**config.mk**
```make
export PLATFORM = sky130hd
export DESIGN_NAME = core_reg_operand_fetch
export DESIGN_NICKNAME = d
export VERILOG_FILES = /design/src/rtl/core_reg_operand_fetch.sv
export SDC_FILE = /design/constraint.sdc
export NUM_CORES = 1
export LEC_CHECK = 0
export BUFFER_PORTS_ARGS = -buffer_cell sky130_fd_sc_hd__buf_2
export CAP_MARGIN = 0
export CORE_MARGIN = 2
export CORE_UTILIZATION = 25
export DETAILED_ROUTE_END_ITERATION = 16
export PLACE_DENSITY = 0.46
export SYNTH_ARGS = -nofsm -noshare
export SYNTH_HDL_FRONTEND = slang
export SYNTH_SLANG_ARGS = --single-unit
```
**constraint.sdc**
```tcl
create_clock -name clk -period 4.7 [get_ports clk]
set_input_delay 0 -clock clk [delete_from_list [all_inputs] [get_ports clk]]
set_output_delay 0 -clock clk [all_outputs]
set_load 0.05 [all_outputs]
```
**src/rtl/core_reg_operand_fetch.sv**
```systemverilog
// Operand-fetch sequencer: maps rn/rm/rs to banked physical indices and reads them through
// the register file's single read port one per cycle. The bundle is held for decode/execute.
module core_reg_operand_fetch #(
  parameter logic [31:0] PC_OFFSET = 32'd8
) (
  input  logic        clk,
  input  logic        rst,
  input  logic        in_valid,
  output logic        in_ready,
  input  logic [4:0]  in_mode,
  input  logic [3:0]  in_rn,
  input  logic [3:0]  in_rm,
  input  logic [3:0]  in_rs,
  input  logic [2:0]  in_use,
  input  logic [31:0] pc_value,
  output logic [4:0]  rd_index,
  input  logic [31:0] rd_value,
  input  logic        wb_enable,
  input  logic [4:0]  wb_index,
  input  logic [31:0] wb_value,
  output logic        out_valid,
  input  logic        out_ready,
  output logic [31:0] out_rn,
  output logic [31:0] out_rm,
  output logic [31:0] out_rs
);

  typedef enum logic [1:0] {IDLE, ISSUE, DRAIN, HOLD} state_t;

  function automatic logic [4:0] map_reg(input logic [4:0] mode, input logic [3:0] r);
    logic [4:0] idx;
    idx = {1'b0, r};
    case (mode)
      5'h11: if (r >= 4'd8 && r <= 4'd14) idx = {1'b0, r} + 5'd7;
      5'h12: if (r == 4'd13 || r == 4'd14) idx = {1'b0, r} + 5'd9;
      5'h13: if (r == 4'd13 || r == 4'd14) idx = {1'b0, r} + 5'd11;
      5'h17: if (r == 4'd13 || r == 4'd14) idx = {1'b0, r} + 5'd13;
      5'h1B: if (r == 4'd13 || r == 4'd14) idx = {1'b0, r} + 5'd15;
      default: idx = {1'b0, r};
    endcase
    return idx;
  endfunction

  state_t      state, state_next;
  logic [4:0]  phys [3];
  logic [31:0] operand [3];
  logic [2:0]  pending;
  logic [2:0]  issued;
  logic        cap_valid;
  logic [1:0]  cap_slot;
  logic [4:0]  rd_index_q;

  logic [3:0]  src [3];
  logic [2:0]  reads;
  logic [1:0]  next_slot;
  logic [2:0]  remaining;
  logic        accept;

  assign src[0] = in_rn;
  assign src[1] = in_rm;
  assign src[2] = in_rs;

  genvar gi;
  generate
    for (gi = 0; gi < 3; gi++) begin : g_reads
      assign reads[gi] = in_use[gi] && (src[gi] != 4'd15);
    end
  endgenerate

  assign accept = in_valid && (state == IDLE);

  always_comb begin
    next_slot = 2'd2;
    if (pending[0])      next_slot = 2'd0;
    else if (pending[1]) next_slot = 2'd1;
    remaining = pending;
    remaining[next_slot] = 1'b0;
  end

  // A request with no file reads still spends one cycle in DRAIN so that
  // out_valid always rises N+1 edges after the accept edge.
  always_comb begin
    state_next = state;
    case (state)
      IDLE:  if (accept) state_next = (reads != 3'b000) ? ISSUE : DRAIN;
      ISSUE: if (remaining == 3'b000) state_next = DRAIN;
      DRAIN: state_next = HOLD;
      HOLD:  if (out_ready) state_next = IDLE;
      default: state_next = IDLE;
    endcase
  end

  always_ff @(posedge clk or posedge rst) begin
    if (rst) begin
      state      <= IDLE;
      pending    <= 3'b000;
      issued     <= 3'b000;
      cap_valid  <= 1'b0;
      cap_slot   <= 2'd0;
      rd_index_q <= 5'd0;
      for (int i = 0; i < 3; i++) begin
        phys[i]    <= 5'd0;
        operand[i] <= 32'd0;
      end
    end else begin
      state <= state_next;
      case (state)
        IDLE: if (accept) begin
          pending   <= reads;
          issued    <= 3'b000;
          cap_valid <= 1'b0;
          for (int i = 0; i < 3; i++) begin
            phys[i]    <= map_reg(in_mode, src[i]);
            operand[i] <= (in_use[i] && src[i] == 4'd15) ? pc_value + PC_OFFSET : 32'd0;
          end
        end
        ISSUE: begin
          rd_index_q         <= phys[next_slot];
          pending            <= remaining;
          issued[next_slot]  <= 1'b1;
          cap_valid          <= 1'b1;
          cap_slot           <= next_slot;
        end
        DRAIN: cap_valid <= 1'b0;
        default: ;
      endcase

      if (cap_valid && (state == ISSUE || state == DRAIN))
        operand[cap_slot] <= rd_value;

      // Later assignment wins: a writeback beats a same-edge read capture.
      if (state != IDLE) begin
        for (int i = 0; i < 3; i++)
          if (issued[i] && wb_enable && wb_index == phys[i])
            operand[i] <= wb_value;
      end
    end
  end

  assign in_ready  = (state == IDLE);
  assign out_valid = (state == HOLD);
  assign rd_index  = rd_index_q;
  assign out_rn    = operand[0];
  assign out_rm    = operand[1];
  assign out_rs    = operand[2];

endmodule

```
==> flow_metrics.env, run 1 <==
export IMPL_fin_area_um2=11900
export IMPL_hold_path_class="input port to flop"
export IMPL_worst_clock_skew_ns=0.0135
export IMPL_cp_required_ns=5.07
export IMPL_grtUsageMet2_pct=32.0
export IMPL_synth_edff_count=0
export IMPL_path_max_fanout=34
export IMPL_num_vias=10000
export IMPL_yosysWarnings=0
export IMPL_rows=68
export IMPL_clkPwrFrac_pct=20.4
export IMPL_met3_usage_pct=4.36
export IMPL_holdWs_ns=0.0190
export IMPL_synth_area_um2=8690
export IMPL_drtIter0Drc=782
export IMPL_power_density_nw_per_um2=536
export IMPL_synth_xor_area_share_pct=2.62
export IMPL_nets=1501
export IMPL_antenna_left=0
export IMPL_hpwl_mm=27.4
export IMPL_synthCells=1079
export IMPL_period_needed_ns=3.45
export IMPL_ios=229
export IMPL_synthAdderAreaFrac_pct=2.42
export IMPL_peakVddDrop_mv=0.293
export IMPL_layout_commonest_cell="buf_2"
export IMPL_internal_power_mw=3.30
export IMPL_vias_per_cell=5.47
export IMPL_path_class="flop to flop"
export IMPL_clk_pin_slew_ns=0.06
export IMPL_critPathCaptureType="flop"
export IMPL_root_buffer="clkbuf_16"
export IMPL_start_kind="flop"
export IMPL_core_um2=34400
export IMPL_min_period_over_period_pct=73.3
export IMPL_crit_top_cell="buf_4"
export IMPL_max_freq_ghz=0.290
export IMPL_tightest_slew_ns=1.07
export IMPL_relSlewSlack_pct=28.0
export IMPL_tns_ns=0
export IMPL_numPortBuffers=228
export IMPL_area_growth_pct=36.5
export IMPL_async_reset_ff_share_pct=100
export IMPL_slowest_stage="dlygate4sd3_1"
export IMPL_slowest_delay_ns=0.59
export IMPL_cap_violations=0
export IMPL_synth_ff_type="dfrtp_1"
export IMPL_tritoncts="yes"
export IMPL_finalHoldViolCount=0
export IMPL_die_h_um=190
export IMPL_overflow=0
export IMPL_drc=0
export IMPL_grt_max_degree=89
export IMPL_die_area_um2=36300
export IMPL_met1_usage_pct=30.9
export IMPL_worstPathCellList="inv_1, ha_1, and3b_1, nand4_1, nor2_4, buf_4, nor2_2, buf_4, a311oi_1, dlygate4sd3_1"
export IMPL_arrival_ns=3.81
export IMPL_pwr_share_comb_pct=50.7
export IMPL_syn_nets=1221
export IMPL_synth_compound_area_share_pct=27.6
export IMPL_gp_congestion=0.838
export IMPL_h_tree_depth=4
export IMPL_yosysUniqueCellTypes=64
export IMPL_grt_antenna_before_repair=7
export IMPL_die_w_um=190
export IMPL_leakage_nw=5.14
export IMPL_synthSimpleGateAreaFrac_pct=23.3
export IMPL_switching_share_pct=48.1
export IMPL_status="completed"
export IMPL_rsz0062_at_grt="false"
export IMPL_grtUsageTotal_pct=21.7
export IMPL_wl_per_cell_um=21.9
export IMPL_ys_seq_elements=127
export IMPL_gr_max_usage_layer="met2"
export IMPL_grt_pass1_vias=9594
export IMPL_final_cell_mix="228 x buf_2, 133 x o21ai_0, 129 x nand2_1"
export IMPL_layout_drive_gt1_share_pct=22.4
export IMPL_first_pass_iters=5
export IMPL_synth_mux_area_share_pct=2.09
export IMPL_slew_viol_final=0
export IMPL_synth_top_family_by_area="compound AO/OA/AOI/OAI gates"
export IMPL_drt_total_wl_mm=40.1
export IMPL_cts_buffers=17
export IMPL_setup_violations=0
export IMPL_cts_buffer_depth=2
export IMPL_grt_pass1_wl_mm=59.7
export IMPL_ys_seq_area_share_pct=36.6
export IMPL_clkLatencyLatePin_ns=0.43
export IMPL_dpl_cell_area_um2=10200
export IMPL_start_util_pct=25.3
export IMPL_clock_sinks=127
export IMPL_seqPwrFrac_pct=28.8
export IMPL_synth_area_per_cell_um2=8.05
export IMPL_switchingPower_mw=3.06
-- flip-flops by register name, summed over array words and instances, names as in the netlist --
register / flops
out_rm: 32
out_rn: 32
out_rs: 32
phys: 15
rd_index: 5
issued: 3
pending: 3
cap_slot: 2
state: 2
cap_valid: 1
-- stage by stage --
step                worst slack (ns)  cells  util [%]  total power [mW]
floorplan                       1.32   1079         -              3.91
global placement                1.94   1687      29.7              4.81
detailed placement              1.82   1687      29.7              4.82
CTS                             1.32   1827      34.5              6.37
global route                    1.06   1832      34.5              6.71
finish                          1.25   1833      34.5              6.36
-- critical path: cells and delay by family (launching register included) --
kind | cells | cell delay (ns)
AND/OR/NAND/NOR | 4 | 0.97
buffers and inverters | 4 | 1.37
flip-flops | 1 | 0.42
AO/OA/AOI/OAI | 1 | 0.24
adder cells (fa/ha/maj) | 1 | 0.37
-- layout make-up --
cell class                 count  area, um^2
fill                        3664       22500
multi-input combinational    836        5100
sequential                   127        3180
timing repair buffer         356        2370
tap                          455         569
clock buffer                  23         468
clock inverter                 9        85.1
inverter                      21        81.3
antenna                        6        15.0
-- synthesized netlist by cell type (4+ instances only) --
master	n	area [um^2]
a2111oi_0	4	35.0
a211oi_1	23	173
a21oi_1	28	140
a221o_1	19	190
a221oi_1	14	123
a22oi_1	18	135
a311oi_1	41	359
a31oi_1	15	93.8
and2_1	7	43.8
and3_1	6	37.5
and4_1	8	70.1
buf_1	4	15.0
buf_2	6	30.0
clkbuf_1	82	308
dfrtp_1	127	3180
ha_1	16	200
inv_1	21	78.8
mux2_2	9	101
mux2i_1	8	80.1
nand2_1	130	488
nand2b_1	4	25.0
nand3_1	18	90.1
nand4_1	15	93.8
nand4b_1	4	35.0
nor2_1	105	394
nor2b_1	9	56.3
nor3_1	73	365
nor4_1	11	68.8
o211a_1	9	90.1
o21a_1	11	82.6
o21ai_0	133	666
o31a_1	4	35.0
o31ai_1	6	45.0
or2_2	6	37.5
or3_1	7	43.8
or4_1	6	45.0
xnor2_1	24	210
-- routing by layer --
| metal | part of all wire (%) | up-vias |
|---|---|---|
| met3 | 6.6 | 63 |
| met1 | 46 | 4938 |
| li1 | - | 4605 |
| met4 | 2.7 | 2 |
| met5 | 0.040 | - |
| met2 | 44 | 417 |
-- power by group through the flow --
stage               clock network (mW)  logic (mW)  registers (mW)
global route                      1.37        3.46            1.88
detailed placement                   0        2.98            1.84
floorplan                            0        1.18            2.73
CTS                               1.32        3.22            1.83
global placement                     0        2.96            1.85
finish                            1.30        3.23            1.83
-- path summary, 6_finish.rpt --
path / from / endpoint / slack (ns) / cells after the start
max in group asynchronous: rst / out_rn[13] / 3.41 / 4
hold / removal: in_rn[0] / phys[10] / 0.02 / 3
hold reg to reg: rd_index[3] / rd_index[3] / 0.50 / 1
min in group asynchronous: rst / rd_index[2] / 0.17 / 3
setup reg to reg: state[0] / out_rs[26] / 1.25 / 10
setup / recovery: state[0] / out_rs[26] / 1.25 / 10
-- cells by family (layout without fill, tap and decap cells) --
kind of cell	count (synthesis)	count (layout)
other cells	0	6
flops	127	127
buf+inv	116	409
xor+xnor	26	26
fa+ha+maj	17	17
compound gates	354	354
mux	17	17
simple gates	422	422
-- what timing repair did --
| item | CTS | global route |
|---|---|---|
| gates resized for setup | 0 | 0 |
| hold buffers | 108 | 0 |
| buffers inserted | 0 | 0 |
| hold endpoints to repair | 141 | 0 |
(Power assumes the default switching activity.)
==> inputs of run 2 (changes only) <==
==> constraint.sdc (replaced) <==
create_clock -name clk -period 3.18 [get_ports clk]
set_input_delay 0 -clock clk [delete_from_list [all_inputs] [get_ports clk]]
set_output_delay 0 -clock clk [all_outputs]
set_load 0.05 [all_outputs]
==> flow_metrics.env, run 2 (synthesis results as in run 1) <==
export IMPL_leakage_nw=5.26
export IMPL_finalHoldViolCount=0
export IMPL_tns_ns=0
export IMPL_pwr_share_comb_pct=48.8
export IMPL_slowest_stage="and2_1"
export IMPL_cap_violations=0
export IMPL_grt_antenna_before_repair=3
export IMPL_num_vias=9943
export IMPL_status="completed"
export IMPL_clkLatencyLatePin_ns=0.44
export IMPL_hpwl_mm=28.3
export IMPL_power_density_nw_per_um2=807
export IMPL_placedCellCount=1699
export IMPL_switching_share_pct=46.7
export IMPL_crit_top_cell="and2_1"
export IMPL_ios=229
export IMPL_dpl_cell_area_um2=10300
export IMPL_critPathCaptureType="flop"
export IMPL_path_max_fanout=15
export IMPL_cts_buffers=17
export IMPL_vias_per_cell=5.41
export IMPL_final_cell_mix="228 x buf_2, 133 x o21ai_0, 129 x nand2_1"
export IMPL_layout_drive_gt1_share_pct=23.5
export IMPL_max_freq_ghz=0.334
export IMPL_internal_power_mw=5.19
export IMPL_nets=1510
export IMPL_grt_max_degree=48
export IMPL_arrival_ns=3.36
export IMPL_worst_clock_skew_ns=0.00898
export IMPL_drc=0
export IMPL_slew_viol_final=0
export IMPL_wl_per_cell_um=21.8
export IMPL_root_buffer="clkbuf_16"
export IMPL_cts_buffer_depth=2
export IMPL_h_tree_depth=4
export IMPL_drtIter0Drc=845
export IMPL_grt_pass1_wl_mm=60.1
export IMPL_crit_buf_inv=3
export IMPL_crit_family="buffers and inverters"
export IMPL_layout_commonest_cell="buf_2"
export IMPL_antenna_left=0
export IMPL_numPortBuffers=228
export IMPL_slowest_delay_ns=0.58
export IMPL_clkPwrFrac_pct=23.2
export IMPL_peakVddDrop_mv=0.401
export IMPL_first_pass_iters=5
export IMPL_gp_congestion=0.869
export IMPL_start_util_pct=25.3
export IMPL_area_growth_pct=38.8
export IMPL_final_util_pct=35.1
export IMPL_core_um2=34400
export IMPL_switchingPower_mw=4.55
export IMPL_start_kind="flop"
export IMPL_min_period_over_period_pct=94.2
export IMPL_tightest_slew_ns=0.934
export IMPL_path_class="flop to flop"
export IMPL_setup_violations=0
export IMPL_grtUsageTotal_pct=21.8
export IMPL_overflow=0
export IMPL_fin_area_um2=12100
export IMPL_cp_required_ns=3.55
export IMPL_fin_cells=1839
export IMPL_die_h_um=190
export IMPL_worstPathCellList="inv_1, ha_1, and2_1, and2_1, buf_4, o21ai_0, a311oi_1, dlygate4sd3_1"
export IMPL_die_w_um=190
export IMPL_hold_path_class="input port to flop"
export IMPL_tritoncts="yes"
export IMPL_clock_sinks=127
export IMPL_relSlewSlack_pct=37.6
export IMPL_postCtsSetupBuffers=0
export IMPL_period_needed_ns=2.99
export IMPL_drt_total_wl_mm=40.0
export IMPL_rows=68
export IMPL_clk_pin_slew_ns=0.07
export IMPL_seqPwrFrac_pct=27.9
export IMPL_rsz0062_at_grt="false"
export IMPL_grt_pass1_vias=9755
export IMPL_die_area_um2=36300
run 2: cell count changes in the layout (fill, tap and decap cells not counted), moves of 2 or more:
cell / previous run / this run
clkbuf_1: 4 / 1
diode_2: 6 / 3
bufinv_16: 1 / 5
buf_4: 20 / 29
dlygate4sd3_1: 108 / 105
clkinv_4: 1 / 3
buf_12: 0 / 2
clkinv_2: 3 / 1
run 2: final timing paths:
| path | from | endpoint | slack (ns) | cells after the start |
|---|---|---|---|---|
| setup / recovery | state[0] | out_rn[18] | 0.19 | 8 |
| min in group asynchronous | rst | out_rs[24] | 0.32 | 3 |
| max in group asynchronous | rst | out_rs[19] | 2.09 | 4 |
| hold / removal | in_rn[2] | phys[14] | 0.03 | 3 |
| setup reg to reg | state[0] | out_rn[18] | 0.19 | 8 |
| hold reg to reg | rd_index[4] | rd_index[4] | 0.51 | 1 |
run 2: tightest hold or removal path: stages:
cell,delay (ns)
buf_2,0.18
o21ai_0,0.18
o21ai_0,0.07
run 2: final cells by class:
type                       count  area, um^2
sequential                   127        3180
timing repair buffer         365        2460
tap                          455         569
antenna                        3        7.51
clock inverter                12         206
fill                        3664       22300
multi-input combinational    836        5100
clock buffer                  20         457
inverter                      21        82.6
run 2: what timing repair did:
item,4_1_cts,5_1_grt
hold buffers,105,0
endpoints found under the setup margin,0,7
resized for setup,0,5
endpoints found under the hold margin,141,0
run 2: metal layers:
metal  track usage (%)  wire length [um]  up-vias
met3              4.27              2770       60
met4              8.53              1270        0
met2              32.4             17800      417
met5                 0                 0        -
li1                  -                 -     4612
met1              30.9             18200     4854
run 2: power by group through the flow:
stage | combinational, mW | clock (mW) | sequential (mW)
floorplan | 1.74 | 0 | 4.04
finish | 4.76 | 2.26 | 2.72
CTS | 4.75 | 2.30 | 2.71
detailed placement | 4.45 | 0 | 2.74
global placement | 4.42 | 0 | 2.74
global route | 5.10 | 2.38 | 2.78
run 2: through the flow:
step	total power, mW	hold slack (ns)	worst slack (ns)
after global routing	10.3	0.0516	0.00419
after global placement	7.16	0.243	0.715
after floorplan	5.78	0.117	0.702
final	9.74	0.0307	0.186
after CTS	9.77	0.00794	0.0268
after detailed placement	7.19	0.235	0.530
==> inputs of run 3 (changes only) <==
--- a/config.mk
+++ b/config.mk
@@ -5,12 +5,14 @@
 export SDC_FILE = /design/constraint.sdc
 export NUM_CORES = 1
 export LEC_CHECK = 0
+export ABC_AREA = 1
 export BUFFER_PORTS_ARGS = -buffer_cell sky130_fd_sc_hd__buf_2
 export CAP_MARGIN = 0
-export CORE_MARGIN = 2
+export CORE_MARGIN = 1
 export CORE_UTILIZATION = 25
 export DETAILED_ROUTE_END_ITERATION = 16
 export PLACE_DENSITY = 0.46
+export RECOVER_POWER = 25
 export SYNTH_ARGS = -nofsm -noshare
 export SYNTH_HDL_FRONTEND = slang
 export SYNTH_SLANG_ARGS = --single-unit
==> flow_metrics.env, run 3 <==
export IMPL_status="finished with violations"
export IMPL_violations="capacitance limit, slew limit"
export IMPL_clk_pin_slew_ns=0.06
export IMPL_hold_path_class="input port to flop"
export IMPL_slew_viol_final=128
export IMPL_hp_start="in_rs[1]"
export IMPL_final_cell_mix="596 x nand2_1, 227 x buf_2, 150 x inv_1"
export IMPL_synth_mux_area_share_pct=0
export IMPL_cap_violations=1
export IMPL_synth_area_per_cell_um2=6.29
export IMPL_max_freq_ghz=0.346
export IMPL_hpwl_mm=27.7
export IMPL_die_area_um2=37900
export IMPL_die_h_um=195
export IMPL_peakVddDrop_mv=0.280
export IMPL_critPathCaptureType="flop"
export IMPL_clock_sinks=127
export IMPL_synthCells=1475
export IMPL_path_class="flop to flop"
export IMPL_leakage_nw=6.70
export IMPL_ys_top_cells_by_area="dfrtp_1 34%, nand2_1 24%, a21oi_1 6.4%"
export IMPL_synth_area_um2=9280
export IMPL_start_kind="flop"
export IMPL_timing_rr_end="out_rm[4]"
export IMPL_synth_edff_count=0
export IMPL_ios=229
export IMPL_switching_share_pct=50.6
export IMPL_h_tree_depth=4
export IMPL_path_max_fanout=42
export IMPL_cts_buffers=17
export IMPL_grt_pass1_vias=10300
export IMPL_numPortBuffers=228
export IMPL_holdWs_ns=0.0245
export IMPL_fillers=4047
export IMPL_nets=1931
export IMPL_synth_top_cells_by_count="596 x nand2_1, 151 x inv_1, 127 x dfrtp_1"
export IMPL_ys_seq_area_share_pct=34.2
export IMPL_grtUsageTotal_pct=20.9
export IMPL_period_needed_ns=2.89
export IMPL_setup_violations=0
export IMPL_wl_per_cell_um=17.6
export IMPL_slowest_delay_ns=0.57
export IMPL_final_util_pct=34.5
export IMPL_rows=70
export IMPL_ys_seq_elements=127
export IMPL_internal_power_mw=5.48
export IMPL_antennaDiodeCount=0
export IMPL_drc=0
export IMPL_num_vias=10700
export IMPL_tritoncts="yes"
export IMPL_switchingPower_mw=5.60
export IMPL_finalHoldViolCount=0
export IMPL_yosysWarnings=0
export IMPL_grt_pass1_wl_mm=60.1
export IMPL_worstPathCellList="inv_1, ha_1, nand2_4, buf_4, nor2_1, nand2_1, a22oi_1, nand2_1, o21ai_1, dlygate4sd3_1"
export IMPL_root_buffer="clkbuf_16"
export IMPL_min_period_over_period_pct=90.9
export IMPL_synth_compound_area_share_pct=15.6
export IMPL_clkLatencyLatePin_ns=0.44
export IMPL_fin_cells=2270
export IMPL_layout_commonest_cell="nand2_1"
export IMPL_synth_top_family_by_area="simple AND/OR/NAND/NOR gates"
export IMPL_overflow=0
export IMPL_drtIter0Drc=670
export IMPL_cts_resized=0
export IMPL_gp_congestion=0.895
export IMPL_cts_buffer_depth=2
export IMPL_placedCellCount=2129
export IMPL_die_w_um=195
export IMPL_hold_path_depth=5
export IMPL_layout_drive_gt1_share_pct=16.8
export IMPL_grt_max_degree=128
export IMPL_postCtsSetupBuffers=0
export IMPL_synth_top_area_share_pct=34.2
export IMPL_power_density_nw_per_um2=878
export IMPL_tns_ns=0
export IMPL_yosysMostFrequentCell="nand2_1"
export IMPL_hold_end="phys[1]"
export IMPL_start_util_pct=25.4
export IMPL_first_pass_iters=5
export IMPL_area_growth_pct=35.9
export IMPL_drt_total_wl_mm=39.9
export IMPL_seqPwrFrac_pct=25.6
export IMPL_clkPwrFrac_pct=19.7
export IMPL_arrival_ns=3.20
export IMPL_vias_per_cell=4.72
export IMPL_startpoint="state[0]"
export IMPL_ff2ff_setup_slack_ns=0.29
export IMPL_crit_top_cell="nand2_1"
export IMPL_reg2reg_from="state[0]"
export IMPL_synthAdderAreaFrac_pct=2.16
export IMPL_worst_clock_skew_ns=0.0115
export IMPL_antenna_left=0
export IMPL_pwr_share_comb_pct=54.7
export IMPL_synthSimpleGateAreaFrac_pct=36.6
export IMPL_async_reset_ff_share_pct=100
export IMPL_synth_xor_area_share_pct=1.97
export IMPL_yosysUniqueCellTypes=37
export IMPL_rsz0062_at_grt="false"
export IMPL_cts_hold_buf=109
export IMPL_core_um2=36600
export IMPL_cp_required_ns=3.49
export IMPL_slowest_stage="dlygate4sd3_1"
export IMPL_synth_ff_type="dfrtp_1"
export IMPL_relSlewSlack_pct=-32.3
export IMPL_r2r_cells=10
export IMPL_syn_nets=1617
export IMPL_synth_top_cell_by_area="dfrtp_1"
export IMPL_grt_antenna_before_repair=1
export IMPL_tightest_slew_ns=1.98
==> run 3: cell types whose count changed after synthesis, sizes merged, moves of 18 or more <==
cell / before / now
a311oi: 41 / 0
nand3: 18 / 103
a221o: 19 / 0
xnor2: 24 / 6
a211oi: 23 / 0
inv: 21 / 155
o211ai: 2 / 27
nand2: 130 / 601
o21ai: 135 / 88
buf: 13 / 31
clkbuf: 82 / 28
nor3: 76 / 12
a21oi: 28 / 118
==> run 3: logic make-up after synthesis <==
kind of cell,after synthesis
adders and majority gates,16
xor gates and xnor gates,20
AOI/OAI and AO/OA,260
buffers and inverters,216
and+or+nand+nor,836
DFF,127
==> run 3: final cells by class <==
type | count | area, um^2 | share of cell area (%)
Multi-Input combinational cell | 1132 | 5240 | 41.6
Sequential cell | 127 | 3180 | 25.2
Timing Repair Buffer | 354 | 2380 | 18.9
Inverter | 157 | 594 | 4.71
Tap cell | 468 | 586 | 4.64
Clock buffer | 19 | 443 | 3.51
Clock inverter | 13 | 188 | 1.49
==> run 3: power by group through the flow <==
| stage | sequential [mW] | combinational, mW | clock (mW) |
|---|---|---|---|
| 6_report | 2.84 | 6.06 | 2.18 |
| 5_1_grt | 2.91 | 6.60 | 2.28 |
| 4_1_cts | 2.84 | 6.07 | 2.23 |
| 3_5_place_dp | 2.86 | 5.64 | 0 |
| 3_3_place_gp | 2.86 | 5.61 | 0 |
| 2_1_floorplan | 4.61 | 2.31 | 0 |
==> run 3: worst max-delay path by stage <==
stage / to / slack (ns) / cells after the start
finish: out_rm[4] / 0.29 / 10
global route: out_rm[4] / 0.14 / 10
CTS: out_rm[4] / 0.31 / 10
detailed placement: out_rn[3] / 0.79 / 9
global placement: out_rn[3] / 0.87 / 9
floorplan: phys[7] / 1.01 / 8
==> run 3: metrics by stage <==
stage / worst slack [ns] / total power, mW / cell area (um^2)
6_report: 0.290 / 11.1 / 12600
5_1_grt: 0.141 / 11.8 / 12600
4_1_cts: 0.313 / 11.1 / 12600
3_5_place_dp: 0.788 / 8.51 / 10900
3_3_place_gp: 0.874 / 8.47 / 10900
2_1_floorplan: 1.01 / 6.92 / 9290
==> run 3: critical path, delay by kind of cell (launching register included) <==
family                   cells  cell delay, ns
buffers and inverters        3            1.18
AND/OR/NAND/NOR              4            0.77
adder cells (fa/ha/maj)      1            0.29
AO/OA/AOI/OAI                2            0.13
flip-flops                   1            0.40
==> run 3: metal layers <==
layer  global-route usage [%]  wire length (um)  vias to the layer above
met5                        0                13                        -
met4                     6.82               862                        2
met3                     4.08              2660                       43
met2                     34.7             18900                      361
met1                     27.0             17500                     4977
li1                         -                 -                     5336
